==> config.mk <==
export PLATFORM = sky130hd
export DESIGN_NAME = ascii_num_stream_sep
export DESIGN_NICKNAME = d
export VERILOG_FILES = /design/src/rtl/ascii_num_stream_sep.sv
export SDC_FILE = /design/constraint.sdc
export NUM_CORES = 1
export LEC_CHECK = 0
export CORE_MARGIN = 3
export CORE_UTILIZATION = 45
export DETAILED_ROUTE_END_ITERATION = 8
export GPL_TIMING_DRIVEN = 1
export HOLD_SLACK_MARGIN = 0.15
export PLACE_DENSITY_LB_ADDON = 0.1
export SLEW_MARGIN = 20
export SYNTH_ARGS = -nofsm -noshare
export SYNTH_HDL_FRONTEND = slang
export SYNTH_SLANG_ARGS = --single-unit
==> constraint.sdc <==
create_clock -name clk -period 8.1 [get_ports clk]
set_input_delay 1.215 -clock clk [delete_from_list [all_inputs] [get_ports clk]]
set_output_delay 1.215 -clock clk [all_outputs]
set_load 0.1 [all_outputs]
==> src/rtl/ascii_num_stream_sep.sv <==
// Streaming ASCII integer parser: splits a byte packet into signed numbers and
// writes each one to an external RAM port as soon as its terminator arrives.
module ascii_num_stream_sep #(
  parameter int DATA_WIDTH = 32,
  parameter int DEPTH      = 2048,
  parameter int ADDR_WIDTH = 11,
  parameter int SAT_MODE   = 1
) (
  input  logic                  clk,
  input  logic                  rst,
  input  logic                  clear,
  input  logic [7:0]            pkt_payload_data,
  input  logic                  pkt_payload_valid,
  input  logic                  pkt_payload_last,
  output logic                  pkt_payload_ready,
  output logic                  wr_en,
  output logic [ADDR_WIDTH-1:0] wr_addr,
  output logic [DATA_WIDTH-1:0] wr_data,
  output logic                  done,
  output logic                  invalid,
  output logic                  overflow,
  output logic                  full,
  output logic [ADDR_WIDTH:0]   num_count,
  output logic [1:0]            state_dbg
);

  // Handshake: a byte is consumed on every rising edge where
  // pkt_payload_valid && pkt_payload_ready; the source holds data/last stable
  // until then. ready is low only in DONE, until clear or rst.
  typedef enum logic [1:0] {
    S_IDLE = 2'd0,
    S_NUM  = 2'd1,
    S_DONE = 2'd2,
    S_ERR  = 2'd3
  } state_t;

  localparam int                  MW        = DATA_WIDTH + 4;
  localparam logic [MW-1:0]       LIMIT     = MW'(1) << (DATA_WIDTH - 1);
  localparam logic [DATA_WIDTH-1:0] LIMIT_W = LIMIT[DATA_WIDTH-1:0];
  localparam logic [DATA_WIDTH-1:0] MAX_POS = LIMIT_W - 1'b1;
  localparam logic [ADDR_WIDTH:0] DEPTH_CNT = (ADDR_WIDTH + 1)'(DEPTH);

  state_t                  state;
  logic [DATA_WIDTH-1:0]   mag;
  logic [DATA_WIDTH-1:0]   wrap;
  logic                    neg;
  logic                    ovf_q;
  logic                    has_digit;

  logic                    accept;
  logic                    is_digit;
  logic                    is_sep;
  logic                    is_minus;
  logic                    in_idle;
  logic                    in_num;
  logic [3:0]              digit;
  logic [MW-1:0]           mag_ext;
  logic [MW-1:0]           mul;
  logic [DATA_WIDTH-1:0]   nxt_mag;
  logic [DATA_WIDTH-1:0]   nxt_wrap;
  logic                    nxt_ovf;
  logic [DATA_WIDTH-1:0]   eff_mag;
  logic [DATA_WIDTH-1:0]   eff_wrap;
  logic                    eff_ovf;
  logic                    out_of_range;
  logic [DATA_WIDTH-1:0]   commit_val;
  logic                    commit_req;
  logic                    invalid_req;
  logic                    acc_clr;
  logic                    acc_load;
  logic                    neg_set;

  assign state_dbg = state;
  assign digit     = pkt_payload_data[3:0];
  assign accept    = pkt_payload_valid && pkt_payload_ready;
  assign in_idle   = (state == S_IDLE);
  assign in_num    = (state == S_NUM);

  always_comb begin
    is_digit = (pkt_payload_data >= 8'h30) && (pkt_payload_data <= 8'h39);
    is_sep   = (pkt_payload_data == 8'h20) || (pkt_payload_data == 8'h2C) ||
               (pkt_payload_data == 8'h09) || (pkt_payload_data == 8'h0D) ||
               (pkt_payload_data == 8'h0A);
    is_minus = (pkt_payload_data == 8'h2D);

    // Magnitude saturates at 2^(W-1); wrap keeps the modulo-2^W value.
    mag_ext  = MW'(mag);
    mul      = (mag_ext << 3) + (mag_ext << 1) + MW'(digit);
    nxt_ovf  = ovf_q;
    nxt_mag  = mul[DATA_WIDTH-1:0];
    if (mul > LIMIT) begin
      nxt_mag = LIMIT_W;
      nxt_ovf = 1'b1;
    end
    nxt_wrap = (wrap << 3) + (wrap << 1) + DATA_WIDTH'(digit);

    // A terminating last digit is folded into the value it commits.
    eff_mag  = is_digit ? nxt_mag  : mag;
    eff_wrap = is_digit ? nxt_wrap : wrap;
    eff_ovf  = is_digit ? nxt_ovf  : ovf_q;
    out_of_range = eff_ovf || (!neg && (eff_mag == LIMIT_W));

    if (SAT_MODE != 0) begin
      commit_val = neg ? (-eff_mag) : (out_of_range ? MAX_POS : eff_mag);
    end else begin
      commit_val = neg ? (-eff_wrap) : eff_wrap;
    end

    commit_req  = accept && (((in_idle || in_num) && is_digit && pkt_payload_last) ||
                             (in_num && is_sep && has_digit));
    invalid_req = accept && (in_idle || in_num) &&
                  (!(is_digit || is_sep || is_minus) ||
                   (is_minus && (in_num || pkt_payload_last)) ||
                   (in_num && is_sep && !has_digit));

    acc_clr  = accept && (pkt_payload_last || invalid_req || (in_num && is_sep));
    acc_load = accept && !acc_clr && (in_idle || in_num) && is_digit;
    neg_set  = accept && !acc_clr && in_idle && is_minus;
  end

  always_ff @(posedge clk) begin
    if (rst || clear || acc_clr) begin
      mag       <= '0;
      wrap      <= '0;
      neg       <= 1'b0;
      ovf_q     <= 1'b0;
      has_digit <= 1'b0;
    end else if (acc_load) begin
      mag       <= nxt_mag;
      wrap      <= nxt_wrap;
      ovf_q     <= nxt_ovf;
      has_digit <= 1'b1;
    end else if (neg_set) begin
      neg       <= 1'b1;
    end
  end

  always_ff @(posedge clk) begin
    if (rst || clear) begin
      state             <= S_IDLE;
      pkt_payload_ready <= 1'b1;
      wr_en             <= 1'b0;
      wr_addr           <= '0;
      wr_data           <= '0;
      done              <= 1'b0;
      invalid           <= 1'b0;
      overflow          <= 1'b0;
      full              <= 1'b0;
      num_count         <= '0;
    end else begin
      wr_en <= 1'b0;
      if (commit_req) begin
        if (out_of_range) overflow <= 1'b1;
        if (num_count == DEPTH_CNT) begin
          full <= 1'b1;
        end else begin
          wr_en     <= 1'b1;
          wr_addr   <= num_count[ADDR_WIDTH-1:0];
          wr_data   <= commit_val;
          num_count <= num_count + 1'b1;
        end
      end
      if (invalid_req) invalid <= 1'b1;

      if (accept) begin
        if (pkt_payload_last) begin
          state             <= S_DONE;
          pkt_payload_ready <= 1'b0;
          done              <= 1'b1;
        end else if (invalid_req) begin
          state <= S_ERR;
        end else begin
          case (state)
            S_IDLE:  if (is_digit || is_minus) state <= S_NUM;
            S_NUM:   if (is_sep) state <= S_IDLE;
            default: state <= state;
          endcase
        end
      end
    end
  end

endmodule

# Word-level counts from Yosys, hierarchy flattened
# Cells that the tools add are included.
# op_classes
n_reduce_logical,48
n_addsub,4
eq_ne,11
order_cmp,3
bitwise_logic,3
mux,12
# op_table
op,n
$mux W32,4
$add A35 B33 Y36,1
$add A36 B4 Y36,1
$gt A36 B32 Y1 const B,1
$eq A32 B32 Y1 const B,1
$neg A32 Y32,1
$eq A8 B4 Y1 const B,3
$eq A8 B6 Y1 const B,3
$logic_and A1 B1 Y1,18
$logic_or A1 B1 Y1,17
$add A12 B1 Y12 const B,1
$eq A12 B12 Y1 const B,1
$reduce_and A2 Y1,5
$ge A8 B6 Y1 const B,1
$le A8 B6 Y1 const B,1
$mux W2,4
$logic_not A1 Y1,4
$ne A4 B2 Y1 const B,1
$ne A4 B3 Y1 const B,1
$pmux W2 S2,1
$reduce_and A4 Y1,1
$reduce_bool A4 Y1,1
$mux W1,3
$not A1 Y1,3
other kinds (3),3
# totals
inputBits,13
elab_cells,95
ff_bits,98
out_inout_bits,63

# Logic depth before layout (Yosys ltp)
# Gate-level depths: netlist of run 1.
# logic_depth
ltp_word,20
depth_mapped,24
ltp_nobuf,22

# Least setup slack after synthesis of run 1
# Ideal clock, no wire load.
# synth_path
path_type,in2reg
startpoint,input pkt_payload_data[3]
endpoint,register wr_data[30]
path_stages,23
path_slack_ps,1829
required_time_ps,7978
t_arrival_ps,6149
setup_time_ps,122
path_cell_list,fa_1 -> inv_1 -> fa_1 -> nand2b_1 -> a211oi_4 -> nor2_1 -> xnor2_1 -> or4b_1 -> a211o_1 -> or4_4 -> o31ai_4 -> and2_1 -> buf_4 -> buf_4 -> a22oi_1 -> ha_1 -> o21ai_0 -> a41o_1 -> a31oi_2 -> o211a_1 -> a41oi_2 -> xor2_1 -> a21oi_1
# synth_via
elab_chain_len,10
elab_cells_between_ends,31
classes_between,2 x add/sub; 3 x order compare; 6 x eq/ne; 6 x mux; 14 x reduce/logical
# synth_rtl
item,line,rtl
start: declaration,12,"input logic [7:0] pkt_payload_data,"
branches (longest 10 deep; another with $add A36 B4 Y36),--,
end signal: assignment,159,wr_data <= commit_val;
end: declaration,18,"output logic [DATA_WIDTH-1:0] wr_data,"
# Parallel ways; which one is timed is not known.
# A chain may end at the register's enable or synchronous reset.

# Final worst setup path of run 1
# layout_path
startpoint,input pkt_payload_data[3]
endpoint,register wr_data[9]
# Same word-level chain as after synthesis.

==> results.md, run 1 <==
* Gpl congestion at 0.896
* Horiz. Die Dim at 141 um
* Max-slew headroom at 0.316
* Core box area at 17500 um2
* Clk_lat worst skew at 350 ps
* Reg2reg start: mag[2]$_SDFFE_PP0P_
* Pre-CTS setup slack at 958 ps
* TritonCTS clock tree: built
* Worst EP required at 8330 ps
* Ports at 76
* Area contributors post-synth: dfxtp_1, ha_1, a21oi_1
* Antenna fix cells at 0
* HPWL after detailed placement at 19.5 mm
* Type of destination of the critical path: flip-flop
* Post-synth top area share at 0.239
* Sequential area share after synthesis at 0.239
* Die H at 141 um
* Worst slew pin tran at 1020 ps
* Mapped Nets at 1129
* Critical Path End: wr_data[9]$_SDFFE_PP0P_
* GRT Total Usage at 0.252
* Setup ws final at 1300 ps
* Pwr Density at 107 nW/um2
* CTS Hold Buffers Added at 0
* Critical Path AT at 7030 ps
* Sum of negative setup slack at 0 ps
* Fin. max-slew vios at 0
* Count leader, synth: nor2_1
* Share of cells above drive strength 1 at 0.0731
* Post-CTS sizing at 0
* Unrepaired setup endpoints after global routing: false
* Synth Cell Area at 8200 um2
* PortBufs at 75
* Critical path startpoint: pkt_payload_data[3]
* Fin. Hold Viols at 0
* Non-Filler Instances at 1320
* Initial antenna violation count at 0
* Clock transition at path regs at 80 ps
* Post-DR wirelength/cell at 19.4 um
* Max-cap viol count at 0
* Worst Hold Class: flip-flop to flip-flop
* R2r endpoint: wr_data[26]$_SDFFE_PP0P_
* WS Path Type: input pin to flip-flop
* Die Footprint at 19900 um2
* Critical path startpoint category: input pin
* Total CTS buffers at 9
* First-pass GRT wire length at 41.2 mm
* Nets at 1171
* Synthesis-stage register bit count at 98
* Pleak at 0.00364 uW
* Placed Cells at 1304
* Vias at 8259
* Multi-input logic area at 5850 um2
* Residual DRC at 0
* Most used DFF post-synth: dfxtp_1
* Site row count at 48
* Initial core utilization at 0.467
* Mapped Cells at 1048
* WL final at 25.7 mm
* Largest net degree at the start of global routing at 49
* Drt first pass iters at 5
* Num Clock Sinks at 98
* Ys Warns at 0
* Post-synth top area cell: dfxtp_1
* Fin crit period at 6800 ps
* EDFF count, synth at 0
* CTS H-tree lvls at 3
* Outcome: finished clean
* Crit share post-route at 0.840
* Setup bufs post-CTS at 0
* Crit path max fanout at 31
* Final ANT Viol Nets at 0
* VDD IR-drop max at 0.106 mV
* Post-synth ARST share at 0
* Area after DPL at 9040 um2
* Syn_area_per_cell at 7.82 um2
* DR iter-0 viols at 778
* Worst R2R Setup Slack at 2320 ps
* FF+latch area at 1960 um2
* Clk buf depth at 2
* Commonest cells in the netlist: nor2_1, dfxtp_1, a21oi_1
* Vias per inst at 6.26
* R2R depth at 21
* Final setup vio count at 0
* Setup Skew at 10.2 ps
* Layout area overhead at 14.2%
* Number of fill cells in the layout at 1704
* Finished Cell Area at 9360 um2
* Synth unique cells at 94
* Vias in the first global route at 7571
* Gr ovfl total at 0
* Fmax at 147 MHz
* CTS root buf: clkbuf_16
[cells in the final DEF, fill, tap and decap left out, types with 4 or more instances in the layout]
cell,instances
and3_1,15
nand3_1,17
and4_1,6
o22ai_1,4
a32oi_1,4
o211a_1,5
o41ai_1,5
o21ai_0,92
or3_1,13
clkbuf_16,9
buf_4,16
nand2_2,4
nand2b_1,6
dfxtp_1,98
clkdlybuf4s50_1,75
inv_1,20
a31oi_1,10
nor2_1,105
o211ai_1,13
o21ai_1,6
a21oi_2,6
a22oi_1,52
xnor2_1,33
o21a_1,11
nand4_1,18
and2_1,7
nor4_1,11
a21o_1,14
a21oi_1,96
mux2i_1,15
ha_1,66
nand2_1,85
a211oi_1,6
o31ai_1,8
or2_2,5
nor3_1,26
xor2_1,24
[cell type report]
cell class | instances | share of cell area
inverters | 20 | 0.00802
repair buffers | 91 | 0.0930
clock inverters | 7 | 0.0102
flip-flops and latches | 98 | 0.210
multi-input cells | 870 | 0.625
well taps | 225 | 0.0301
clock buffers | 9 | 0.0241
[metal layers]
layer / up-vias / share of wire / global-route usage
met4: 0 / 0.020 / 0.0643
met3: 42 / 0.060 / 0.0353
met2: 301 / 0.46 / 0.406
met5: - / 0 / 0
li1: 4009 / - / -
met1: 3907 / 0.46 / 0.356
[how the worst min path moves through the flow]
stage	end	cells after the start	from	slack [ps]
2_1_floorplan	has_digit$_SDFFE_PP0P_	2	has_digit$_SDFFE_PP0P_	450
3_3_place_gp	done$_SDFFE_PP0P_	2	done$_SDFFE_PP0P_	450
3_5_place_dp	full$_SDFFE_PP0P_	2	full$_SDFFE_PP0P_	450
4_1_cts	full$_SDFFE_PP0P_	2	full$_SDFFE_PP0P_	470
5_1_grt	full$_SDFFE_PP0P_	2	full$_SDFFE_PP0P_	490
6_report	full$_SDFFE_PP0P_	2	full$_SDFFE_PP0P_	470
[sequential cells by signal, indices dropped and copies added (netlist names)]
register and count:
done 1, full 1, has_digit 1, invalid 1
mag 32, neg 1, num_count 12, overflow 1
ovf_q 1, pkt_payload_ready 1, state_dbg 2, wr_addr 11
wr_data 32, wr_en 1
[stage by stage]
| step | hold slack [ps] | utilization | total power (uW) |
|---|---|---|---|
| final | 469 | 0.534 | 1000 |
| after detailed placement | 455 | 0.516 | 552 |
| after CTS | 472 | 0.534 | 1010 |
| after global routing | 492 | 0.534 | 1030 |
| after floorplan | 447 | - | 532 |
| after global placement | 451 | 0.516 | 552 |
[critical path, cell delays in order]
cell,delay [ps]
clkdlybuf4s50_1,530
fa_1,610
inv_1,60
fa_1,450
nand2b_1,210
a211oi_4,380
nor2_1,90
xnor2_1,240
or4b_1,550
a211o_1,250
or4_4,430
o31ai_4,170
buf_4,230
and2_1,190
a22oi_1,90
ha_1,270
o21ai_0,90
a41o_1,130
a31oi_2,80
nand3_2,130
o211a_1,150
buf_4,330
a21oi_1,120
[cells by family after synthesis]
| logic type | after synthesis | synth area share |
|---|---|---|
| compound gates | 380 | 0.311 |
| xor+xnor | 58 | 0.0629 |
| fa+ha+maj | 68 | 0.106 |
| buf+inv | 80 | 0.0493 |
| flops | 98 | 0.239 |
| mux | 15 | 0.0183 |
| simple gates | 349 | 0.213 |
[power by group]
part	internal [uW]	leakage, uW	switching, uW	total [uW]
sequential	483	0.000790	1.53	484
combinational	17.3	0.00269	39.4	56.7
clock	249	0.000157	210	459
total	749	0.00364	251	1000
(Power assumes the default switching activity.)
==> run 2, diff against run 1 <==
- clock period: 8.1 -> 7.11 ns (I/O delays scaled with it)
==> run 2 against run 1 <==
Sequential power is 14% higher; sequential share of layout area is 0.095 points lower; wire length is 3.0% higher; register-to-register slack worse by 980 ps; critical path type unchanged; power is 15% higher; clock power is 15% higher.
==> results.md, run 2 (synthesis results as in run 1) <==
* CP max-delay cell: fa_1
* Ports at 76
* HPWL after detailed placement at 19.8 mm
* Max incr delay on CP at 610 ps
* CTS H-tree lvls at 3
* Clk buf depth at 2
* Final setup vio count at 0
* Clock transition at path regs at 80 ps
* Worst slew pin tran at 1080 ps
* Die Footprint at 19900 um2
* Vias in the first global route at 7756
* WS Path Type: input pin to flip-flop
* Vias per inst at 6.35
* Worst R2R Setup Slack at 1340 ps
* Horiz. Die Dim at 141 um
* CTS root buf: clkbuf_16
* Worst EP required at 7350 ps
* Setup Skew at 12.2 ps
* PortBufs at 75
* Number of fill cells in the layout at 1764
* Layout area overhead at 14.7%
* Initial core utilization at 0.467
* Unrepaired setup endpoints after global routing: false
* Worst Hold Slack at 478 ps
* Vias at 8420
* Fmax at 150 MHz
* Die H at 141 um
* Max-slew headroom at 0.278
* Finished Cell Area at 9400 um2
* Fin. Hold Viols at 0
* Site row count at 48
* Commonest non-fill, non-tap cell in the layout: nor2_1
* Antenna fix cells at 0
* CTS Hold Buffers Added at 0
* Outcome: finished clean
* Drt first pass iters at 5
* Initial antenna violation count at 0
* Post-DR wirelength/cell at 19.9 um
* DR iter-0 viols at 824
* Core box area at 17500 um2
* Residual DRC at 0
* Critical path startpoint category: input pin
* Buf/Inv on CP at 2
* Fin util at 0.536
* Total CTS buffers at 9
* Nets at 1177
* Critical Path AT at 6900 ps
* VDD IR-drop max at 0.117 mV
* TritonCTS clock tree: built
* Max-cap viol count at 0
* Crit path max fanout at 6
* Crit share post-route at 0.936
* Largest net degree at the start of global routing at 52
* Num Clock Sinks at 98
* WL final at 26.4 mm
* Share of cells above drive strength 1 at 0.0781
* Final ANT Viol Nets at 0
* Setup bufs post-CTS at 0
* Most frequent cells in the layout: nor2_1, dfxtp_1, a21oi_1
* Pleak at 0.00367 uW
* Worst Hold Class: flip-flop to flip-flop
* Type of destination of the critical path: flip-flop
* Gpl congestion at 0.928
* Sum of negative setup slack at 0 ps
* Fin. max-slew vios at 0
* Fin crit period at 6650 ps
* Post-CTS sizing at 0
* Kind of cell adding the most delay to the critical path: compound AO/OA/AOI/OAI gates
* Clk_lat worst skew at 350 ps
* Area after DPL at 9090 um2
* Pwr Density at 122 nW/um2
* First-pass GRT wire length at 42.6 mm
* Largest registers: mag: 32 flops, wr_data: 32 flops, num_count: 12 flops
* GRT Total Usage at 0.261
* Gr ovfl total at 0
* Crit-path cells: clkdlybuf4s50_1 -> fa_1 -> inv_1 -> fa_1 -> nand2b_1 -> a211oi_4 -> o21ai_2 -> and4b_2 -> nor4_1 -> nor2_1 -> o21ai_2 -> o31ai_4 -> and2_1 -> a22oi_1 -> ha_1 -> o21ai_0 -> a41o_1 -> a31oi_2 -> nand3_1 -> o41ai_1 -> xnor2_1 -> a21oi_1
==> run 2: cell count changes in the layout (fill, tap and decap cells not counted) <==
cell | previous run | this run
buf_4 | 16 | 22
clkinv_8 | 1 | 0
inv_6 | 1 | 0
inv_8 | 2 | 4
==> run 2: path summary, 6_finish.rpt <==
| check | to | cells past startpoint | start |
|---|---|---|---|
| max | wr_data[26]$_SDFFE_PP0P_ | 22 | pkt_payload_data[3] |
| min | done$_SDFFE_PP0P_ | 2 | done$_SDFFE_PP0P_ |
| max reg2reg | wr_data[26]$_SDFFE_PP0P_ | 21 | mag[2]$_SDFFE_PP0P_ |
| min reg2reg | done$_SDFFE_PP0P_ | 2 | done$_SDFFE_PP0P_ |
==> run 2: worst reg2reg max path, cell delays in order, from the launching register on <==
cell and delay (ps):
dfxtp_1 430, fa_1 560, inv_1 60, fa_1 440
nand2b_1 210, a211oi_4 370, o21ai_2 180, and4b_2 240
nor4_1 530, nor2_1 120, o21ai_2 130, o31ai_4 110
and2_1 200, a22oi_1 240, ha_1 280, o21ai_0 110
a41o_1 230, a31oi_2 330, nand3_1 180, o41ai_1 470
xnor2_1 160, a21oi_1 80
==> run 2: metal layers <==
layer / vias up / wire, um / track usage
met3: 45 / 1890 / 0.0407
met2: 357 / 12100 / 0.410
met4: 0 / 505 / 0.0648
met1: 3988 / 12000 / 0.376
met5: - / 0 / 0
li1: 4030 / - / -
==> run 2: final cells by class <==
type	count	area, um2	area share
repair buffers	97	916	0.0974
clock inverters	7	92.6	0.00985
multi-input cells	870	5850	0.622
inverters	20	75.1	0.00798
well taps	225	282	0.0299
flip-flops and latches	98	1960	0.209
clock buffers	9	225	0.0239
==> run 2: metrics by stage <==
| step | power, uW | worst slack, ps | std cells |
|---|---|---|---|
| floorplan | 606 | 987 | 1048 |
| global placement | 630 | 426 | 1310 |
| detailed placement | 630 | 174 | 1310 |
| CTS | 1150 | 528 | 1326 |
| global route | 1180 | 5.66 | 1326 |
| finish | 1150 | 458 | 1326 |
==> run 2: power by group <==
group          internal, uW  switching (uW)  leakage [uW]  total (uW)
sequential              550            1.89      0.000790         552
combinational          20.1            45.3       0.00272        65.4
clock                   285             245      0.000157         530
total                   855             293       0.00367        1150
